### src/rtl/motor_code_sched_if.sv
// Command handshake between the flight-loop register bank and the motor frame scheduler.
// master drives the command vector; slave (the scheduler) returns CMD_READY.
interface motor_code_sched_if #(
  parameter int unsigned NCH = 4
) ();
  logic [16*NCH-1:0] CMD_CODE;
  logic              CMD_VALID;
  logic              CMD_READY;

  modport master (output CMD_CODE, output CMD_VALID, input CMD_READY);
  modport slave  (input CMD_CODE, input CMD_VALID, output CMD_READY);
endinterface

### src/rtl/motor_code_sched.sv
// Frame scheduler / arming controller for NCH code-to-pulse generator channels.
// Optional per-frame slew limiting is enabled by defining MOTOR_RAMP_EN.
module motor_code_sched #(
  parameter int unsigned NCH            = 4,
  parameter int unsigned CNT_W          = 16,
  parameter logic [15:0] MIN_CODE       = 16'd1000,
  parameter logic [15:0] MAX_CODE       = 16'd2000,
  parameter int unsigned ARM_FRAMES     = 16,
  parameter int unsigned TIMEOUT_FRAMES = 8,
  parameter logic [15:0] MAX_STEP       = 16'd50
) (
  input  logic                CLK,
  input  logic                RST,
  input  logic                ARM,
  motor_code_sched_if.slave   cmd,
  output logic [16*NCH-1:0]   CODE,
  output logic [NCH-1:0]      VALID,
  output logic [1:0]          STATE
);

  typedef enum logic [1:0] {
    StDisarmed = 2'd0,
    StArming   = 2'd1,
    StArmed    = 2'd2,
    StFailsafe = 2'd3
  } state_e;

  localparam int unsigned     ArmW   = $clog2(ARM_FRAMES + 1);
  localparam int unsigned     ToW    = $clog2(TIMEOUT_FRAMES + 1);
  localparam logic [CNT_W-1:0] UpdCnt = {{(CNT_W-1){1'b1}}, 1'b0};
  localparam logic [16*NCH-1:0] MinVec = {NCH{MIN_CODE}};

  state_e              state_q, state_d;
  logic [CNT_W-1:0]    cnt_q;
  logic [16*NCH-1:0]   code_q, code_d;
  logic [NCH-1:0]      valid_q;
  logic                pend_q, pend_d;
  logic [16*NCH-1:0]   pend_code_q, pend_code_d;
  logic [ArmW-1:0]     arm_cnt_q, arm_cnt_d, arm_cnt_inc;
  logic [ToW-1:0]      to_cnt_q, to_cnt_d, to_cnt_inc;
  logic                upd, arm_last, to_last;
`ifdef MOTOR_RAMP_EN
  logic [16*NCH-1:0]   tgt_q, tgt_d;
  logic                slewing;
`endif

  function automatic logic [15:0] clamp(input logic [15:0] v);
    if (v < MIN_CODE)      return MIN_CODE;
    else if (v > MAX_CODE) return MAX_CODE;
    else                   return v;
  endfunction

  function automatic logic [16*NCH-1:0] clamp_vec(input logic [16*NCH-1:0] v);
    logic [16*NCH-1:0] r;
    for (int i = 0; i < int'(NCH); i++) r[16*i +: 16] = clamp(v[16*i +: 16]);
    return r;
  endfunction

  function automatic logic [15:0] slew(input logic [15:0] cur, input logic [15:0] tgt);
    if (tgt > cur) return ((tgt - cur) > MAX_STEP) ? cur + MAX_STEP : tgt;
    else           return ((cur - tgt) > MAX_STEP) ? cur - MAX_STEP : tgt;
  endfunction

  function automatic logic [16*NCH-1:0] slew_vec(input logic [16*NCH-1:0] cur,
                                                 input logic [16*NCH-1:0] tgt);
    logic [16*NCH-1:0] r;
    for (int i = 0; i < int'(NCH); i++) r[16*i +: 16] = slew(cur[16*i +: 16], tgt[16*i +: 16]);
    return r;
  endfunction

  // One cycle ahead of the generator wrap, so the new code lands on cnt == all-ones.
  assign upd           = (cnt_q == UpdCnt);
  assign cmd.CMD_READY = ~upd;

  assign arm_cnt_inc = (32'(arm_cnt_q) >= ARM_FRAMES) ? arm_cnt_q : arm_cnt_q + 1'b1;
  assign arm_last    = (32'(arm_cnt_inc) >= ARM_FRAMES);
  assign to_cnt_inc  = (32'(to_cnt_q) >= TIMEOUT_FRAMES) ? to_cnt_q : to_cnt_q + 1'b1;
  assign to_last     = (32'(to_cnt_inc) >= TIMEOUT_FRAMES);

  // State register
  always_ff @(posedge CLK) begin
    if (RST) state_q <= StDisarmed;
    else     state_q <= state_d;
  end

  // Next-state logic
  always_comb begin
    state_d = state_q;
    if (!ARM) begin
      state_d = StDisarmed;
    end else begin
      unique case (state_q)
        StDisarmed: state_d = StArming;
        StArming:   if (upd && arm_last) state_d = StArmed;
        StArmed:    if (upd && !pend_q && to_last) state_d = StFailsafe;
        StFailsafe: if (upd && pend_q) state_d = StArmed;
        default:    state_d = StDisarmed;
      endcase
    end
  end

  // Code selection, pending buffer and frame counters
  always_comb begin
    code_d      = code_q;
    pend_d      = pend_q;
    pend_code_d = pend_code_q;
    arm_cnt_d   = arm_cnt_q;
    to_cnt_d    = to_cnt_q;
`ifdef MOTOR_RAMP_EN
    tgt_d       = tgt_q;
    slewing     = 1'b0;
`endif
    if (cmd.CMD_VALID && cmd.CMD_READY) begin
      pend_d      = 1'b1;
      pend_code_d = cmd.CMD_CODE;
    end
    if (upd) begin
      if (!ARM) begin
        code_d = '0;
      end else begin
        unique case (state_q)
          StDisarmed: code_d = '0;
          StArming: begin
            code_d    = MinVec;
            arm_cnt_d = arm_cnt_inc;
            if (arm_last) begin
              pend_d   = 1'b0;
              to_cnt_d = '0;
            end
          end
          StArmed, StFailsafe: begin
            if (pend_q) begin
`ifdef MOTOR_RAMP_EN
              tgt_d   = clamp_vec(pend_code_q);
              code_d  = slew_vec(code_q, tgt_d);
              slewing = 1'b1;
`else
              code_d  = clamp_vec(pend_code_q);
`endif
              pend_d   = 1'b0;
              to_cnt_d = '0;
            end else if (state_q == StFailsafe || to_last) begin
              code_d   = MinVec;
              to_cnt_d = to_cnt_inc;
            end else begin
              to_cnt_d = to_cnt_inc;
`ifdef MOTOR_RAMP_EN
              code_d  = slew_vec(code_q, tgt_q);
              slewing = 1'b1;
`endif
            end
          end
          default: code_d = '0;
        endcase
      end
`ifdef MOTOR_RAMP_EN
      // Unslewed applications become the new resting target.
      if (!slewing) tgt_d = code_d;
`endif
    end
    if (state_d == StDisarmed) begin
      pend_d    = 1'b0;
      arm_cnt_d = '0;
      to_cnt_d  = '0;
    end
  end

  always_ff @(posedge CLK) begin
    if (RST) begin
      cnt_q       <= '0;
      code_q      <= '0;
      valid_q     <= '0;
      pend_q      <= 1'b0;
      pend_code_q <= '0;
      arm_cnt_q   <= '0;
      to_cnt_q    <= '0;
`ifdef MOTOR_RAMP_EN
      tgt_q       <= '0;
`endif
    end else begin
      cnt_q       <= cnt_q + 1'b1;
      valid_q     <= {NCH{upd}};
      code_q      <= code_d;
      pend_q      <= pend_d;
      pend_code_q <= pend_code_d;
      arm_cnt_q   <= arm_cnt_d;
      to_cnt_q    <= to_cnt_d;
`ifdef MOTOR_RAMP_EN
      tgt_q       <= tgt_d;
`endif
    end
  end

  assign CODE  = code_q;
  assign VALID = valid_q;
  assign STATE = state_q;

endmodule

### src/flat_wrapper.sv
// flat-port wrapper written by rule: the top's interface ports become plain ports
module motor_code_sched_flat 
#(
  parameter int unsigned NCH            = 4,
  parameter int unsigned CNT_W          = 16,
  parameter logic [15:0] MIN_CODE       = 16'd1000,
  parameter logic [15:0] MAX_CODE       = 16'd2000,
  parameter int unsigned ARM_FRAMES     = 16,
  parameter int unsigned TIMEOUT_FRAMES = 8,
  parameter logic [15:0] MAX_STEP       = 16'd50
)
  (CLK, RST, ARM, CODE, VALID, STATE, cmd_CMD_CODE, cmd_CMD_VALID, cmd_CMD_READY);
  motor_code_sched_if #(.NCH(NCH)) cmd_i ();
  input  logic CLK;
  input  logic RST;
  input  logic ARM;
  output logic [16*NCH-1:0] CODE;
  output logic [NCH-1:0] VALID;
  output logic [1:0] STATE;
  input wire logic [$bits(cmd_i.CMD_CODE)-1:0] cmd_CMD_CODE;
  input wire logic [$bits(cmd_i.CMD_VALID)-1:0] cmd_CMD_VALID;
  output wire logic [$bits(cmd_i.CMD_READY)-1:0] cmd_CMD_READY;
  assign cmd_i.CMD_CODE = cmd_CMD_CODE;
  assign cmd_i.CMD_VALID = cmd_CMD_VALID;
  assign cmd_CMD_READY = cmd_i.CMD_READY;
  motor_code_sched #(.NCH(NCH), .CNT_W(CNT_W), .MIN_CODE(MIN_CODE), .MAX_CODE(MAX_CODE), .ARM_FRAMES(ARM_FRAMES), .TIMEOUT_FRAMES(TIMEOUT_FRAMES), .MAX_STEP(MAX_STEP)) u_core (.CLK(CLK), .RST(RST), .ARM(ARM), .cmd(cmd_i), .CODE(CODE), .VALID(VALID), .STATE(STATE));
endmodule
### config.mk
export PLATFORM = sky130hd
export DESIGN_NAME = motor_code_sched_flat
export DESIGN_NICKNAME = d
export VERILOG_FILES = /design/src/rtl/motor_code_sched_if.sv /design/src/rtl/motor_code_sched.sv /design/src/flat_wrapper.sv
export SDC_FILE = /design/constraint.sdc
export NUM_CORES = 1
export LEC_CHECK = 0
export BUFFER_PORTS_ARGS = -buffer_cell sky130_fd_sc_hd__buf_4
export CORE_MARGIN = 4
export CORE_UTILIZATION = 50
export DETAILED_ROUTE_END_ITERATION = 7
export GPL_ROUTABILITY_DRIVEN = 0
export GPL_TIMING_DRIVEN = 0
export PLACE_DENSITY_LB_ADDON = 0.08
export RECOVER_POWER = 50
export SLEW_MARGIN = 20
export SYNTH_ARGS = -nofsm -noshare
export SYNTH_HDL_FRONTEND = slang
export SYNTH_SLANG_ARGS = --single-unit
### constraint.sdc
create_clock -name CLK -period 2.4 [get_ports CLK]
set_clock_uncertainty 0.1 [all_clocks]
set_input_delay 0.48 -clock CLK [delete_from_list [all_inputs] [get_ports CLK]]
set_output_delay 0.48 -clock CLK [all_outputs]
set_load 0.01 [all_outputs]
==> run metrics <==
status finished, final reports clean; Boundary Pins 139; final hold violation count 0; largest family of logic cells by synthesized area simple AND/OR/NAND/NOR gates; crit-path leading delay family simple AND/OR/NAND/NOR gates; H-Tree Level Count 4; post-DP HPWL 11300 µm; Tmin final 2.31 ns; Layout Utilization 0.658; vias 5460; FMAX 434 MHz; # DRC 0; power per cell area 761 nW/µm²; register area share after synthesis 0.525; CTS tree yes; met3 GRT Util 0.0596; Synthesized Nets 788; arrival time at the worst endpoint 1.73 ns; Die H 117 µm; top cells by area, synth dfxtp_1, nand2_1, a21oi_1; Synth Area in XOR/XNOR 0.0248; multi-input logic area 2690 µm²; Synth area leader dfxtp_1; CTS Sinks 157; first-pass GRT wire length 25200 µm; Synth Flop Type dfxtp_1; Tcrit/Tclk final 0.961; critical path class register to output port; Synth Area in Simple Gates 0.252; Top Usage Layer GRT met2; CP Data Required Time 1.82 ns; synthesized area per cell 8.39 µm²; leading cell type by number of instances after synthesis nand2_1; synthesized-area fraction occupied by adder cells 0.0125; worst slew pin tran 0.607 ns; Register Area 3140 µm²; post-synthesis instance total 714; Total Routing Usage GR 0.223; fill cell count 1021; Worst Path Buf+Inv 2; WL final 15500 µm; ANT nets after route 0; worst skew pair latency 0.42 ns; vias in the first global route 5348; top cell type's share of synthesized area 0.525; pin count of the biggest net entering global routing 17; post-synth cell types 45; r2r startpoint u_core.cnt_q[6]; post-synthesis compound-gate area fraction 0.149; critical path's slowest cell dfxtp_1; leak pwr 3.04 nW; Max Cap Viol 0; diode count 0; I/O Buffers 137; mux contribution to synthesized area 0.00334; Layout Nets 946; Critical Path, Cell by Cell nand4_4, nor4_4, inv_2, buf_4; Worst Hold End u_core.pend_code_q[28]; DRT iter0 DRCs 437; Die ar. 13800 µm²; CP startpoint kind register; Critical Path Max Stage Delay 0.45 ns; synthesis-to-layout area growth 27.0%; total grt overflow 0; Crit Path Max Fanout 8; clock-pin slew on the worst setup and hold paths 0.06 ns; Root Driver clkbuf_16; FFs w/ async S/R, synth 0; initial antenna violation count 0; post-synthesis cell area 5990 µm²; drt first pass iters 5; Final setup viols 0; slew margin rel. 0.591; DP Worst Slack -0.134 ns; vias per inst 5.31; met2 Use GR 0.386; setup slack after layout 0.0938 ns; layout cell share with drive strength beyond 1 0.151; CTS Buffer Depth 2; WL/cell 15.1 µm; hold buffers post-CTS 0; Yosys reg bits 157; Horiz. Die Dim 117 µm; Post-synth EDFFs 0; HP Start cmd_CMD_CODE[28]; top cells by count, synth nand2_1, dfxtp_1, a21oi_1; GR Util met1 0.263; R2R Path End u_core.pend_code_q[49]; cell count along the critical path 4; Worst setup EP type output port; hold path cells 3; core box area 11600 µm²; internal reg-to-reg setup slack 0.15 ns; RSZ-0062 raised after global routing false; Max Slew Vio Count 0; row cnt 39; HP Class input pin to register; synth warn 0; VDD IR-drop max 0.000542 V; Initial Utilization 0.518; CTS Buf Count 17; Worst Reg-to-Reg Cells 8
-- layer usage --
| metal | vias to the layer above | part of all wire |
|---|---|---|
| met5 | - | 0 |
| met4 | 0 | 0.023 |
| met3 | 29 | 0.058 |
| met2 | 149 | 0.47 |
| met1 | 2538 | 0.45 |
| li1 | 2744 | - |
-- final cells by class --
| type | instances | share of cell area |
|---|---|---|
| Buffer | 37 | 0.0222 |
| Multi-Input combinational cell | 510 | 0.353 |
| Inverter | 10 | 0.00493 |
| Clock buffer | 23 | 0.0654 |
| Tap cell | 143 | 0.0235 |
| Sequential cell | 157 | 0.413 |
| Clock inverter | 9 | 0.0143 |
| Timing Repair Buffer | 139 | 0.104 |
-- sequential cells by signal (all words and copies together) (netlist names), named ones only --
register,cells
u_core.VALID,1
u_core.pend_code_q,64
u_core.arm_cnt_q,4
u_core.pend_q,1
u_core.STATE,2
u_core.CODE,64
u_core.cnt_q,16
u_core.to_cnt_q,4
-- cell families after synthesis --
family,count (synthesis)
and+or+nand+nor,326
muxes,2
buffers and inverters,47
xor gates and xnor gates,17
adders and majority gates,6
AOI/OAI and AO/OA,159
DFF,157
-- stage by stage --
stage / instance area [µm²] / TNS, ns / instances / power [mW] / hold slack, ns
floorplan: 5990 / 0 / 714 / 2.97 / 0.336
global placement: 7200 / -1.43 / 994 / 3.13 / 0.339
detailed placement: 7200 / -1.91 / 994 / 3.14 / 0.343
CTS: 7820 / 0 / 1028 / 5.81 / 0.192
global route: 7610 / 0 / 1028 / 5.98 / 0.198
finish: 7610 / 0 / 1028 / 5.79 / 0.203
-- worst register-to-register path, stage by stage (launching register included) --
cell,delay [ns]
dfxtp_1,0.45
nand4_4,0.19
nor4_4,0.36
inv_2,0.14
and2_0,0.19
clkbuf_2,0.26
buf_2,0.26
nand2_1,0.10
a21oi_1,0.07
-- how the worst max path moves through the flow --
| stage | start | endpoint | slack, ns |
|---|---|---|---|
| finish | u_core.cnt_q[6] | cmd_CMD_READY | 0.09 |
| global route | u_core.cnt_q[2] | cmd_CMD_READY | 0.005 |
| CTS | u_core.STATE[1] | u_core.CODE[50] | 0.002 |
| detailed placement | ARM | u_core.CODE[18] | -0.13 |
| global placement | ARM | u_core.CODE[34] | -0.15 |
| floorplan | u_core.cnt_q[6] | u_core.pend_code_q[10] | 0.37 |
-- report_power, final --
part	internal [mW]	leakage, nW	total, mW	switching, mW
logic	0.153	1.47	0.354	0.201
clock network	1.67	0.287	2.70	1.04
registers	2.67	1.28	2.73	0.0602
-- placed cells by master, fill, tap and decap left out, types with 6 or more instances in the layout --
cell type  Yosys  layout
a21oi_1       86      85
a22o_1        12      12
and2_1        25      24
buf_2         12      11
buf_4          3      71
clkbuf_1      21      88
clkbuf_16      0      17
dfxtp_1      157     156
ha_1           6       6
inv_1          9       9
nand2_1      178     178
nand3_1       14      12
nand4_1        7       7
nor2_1        49      49
nor3_1        22      22
o211ai_1       7       7
o21ai_0       39      38
xnor2_1        8       8
xor2_1         9       9
-- timing repair --
action / in CTS / in global routing
endpoints found under the hold margin: 0 / 0
pin swaps: 1 / 1
buffers inserted: 2 / 0
gates resized for setup: 1 / 16
endpoints found under the setup margin: 61 / 67
Note: power is estimated with default switching activity, not from simulation.
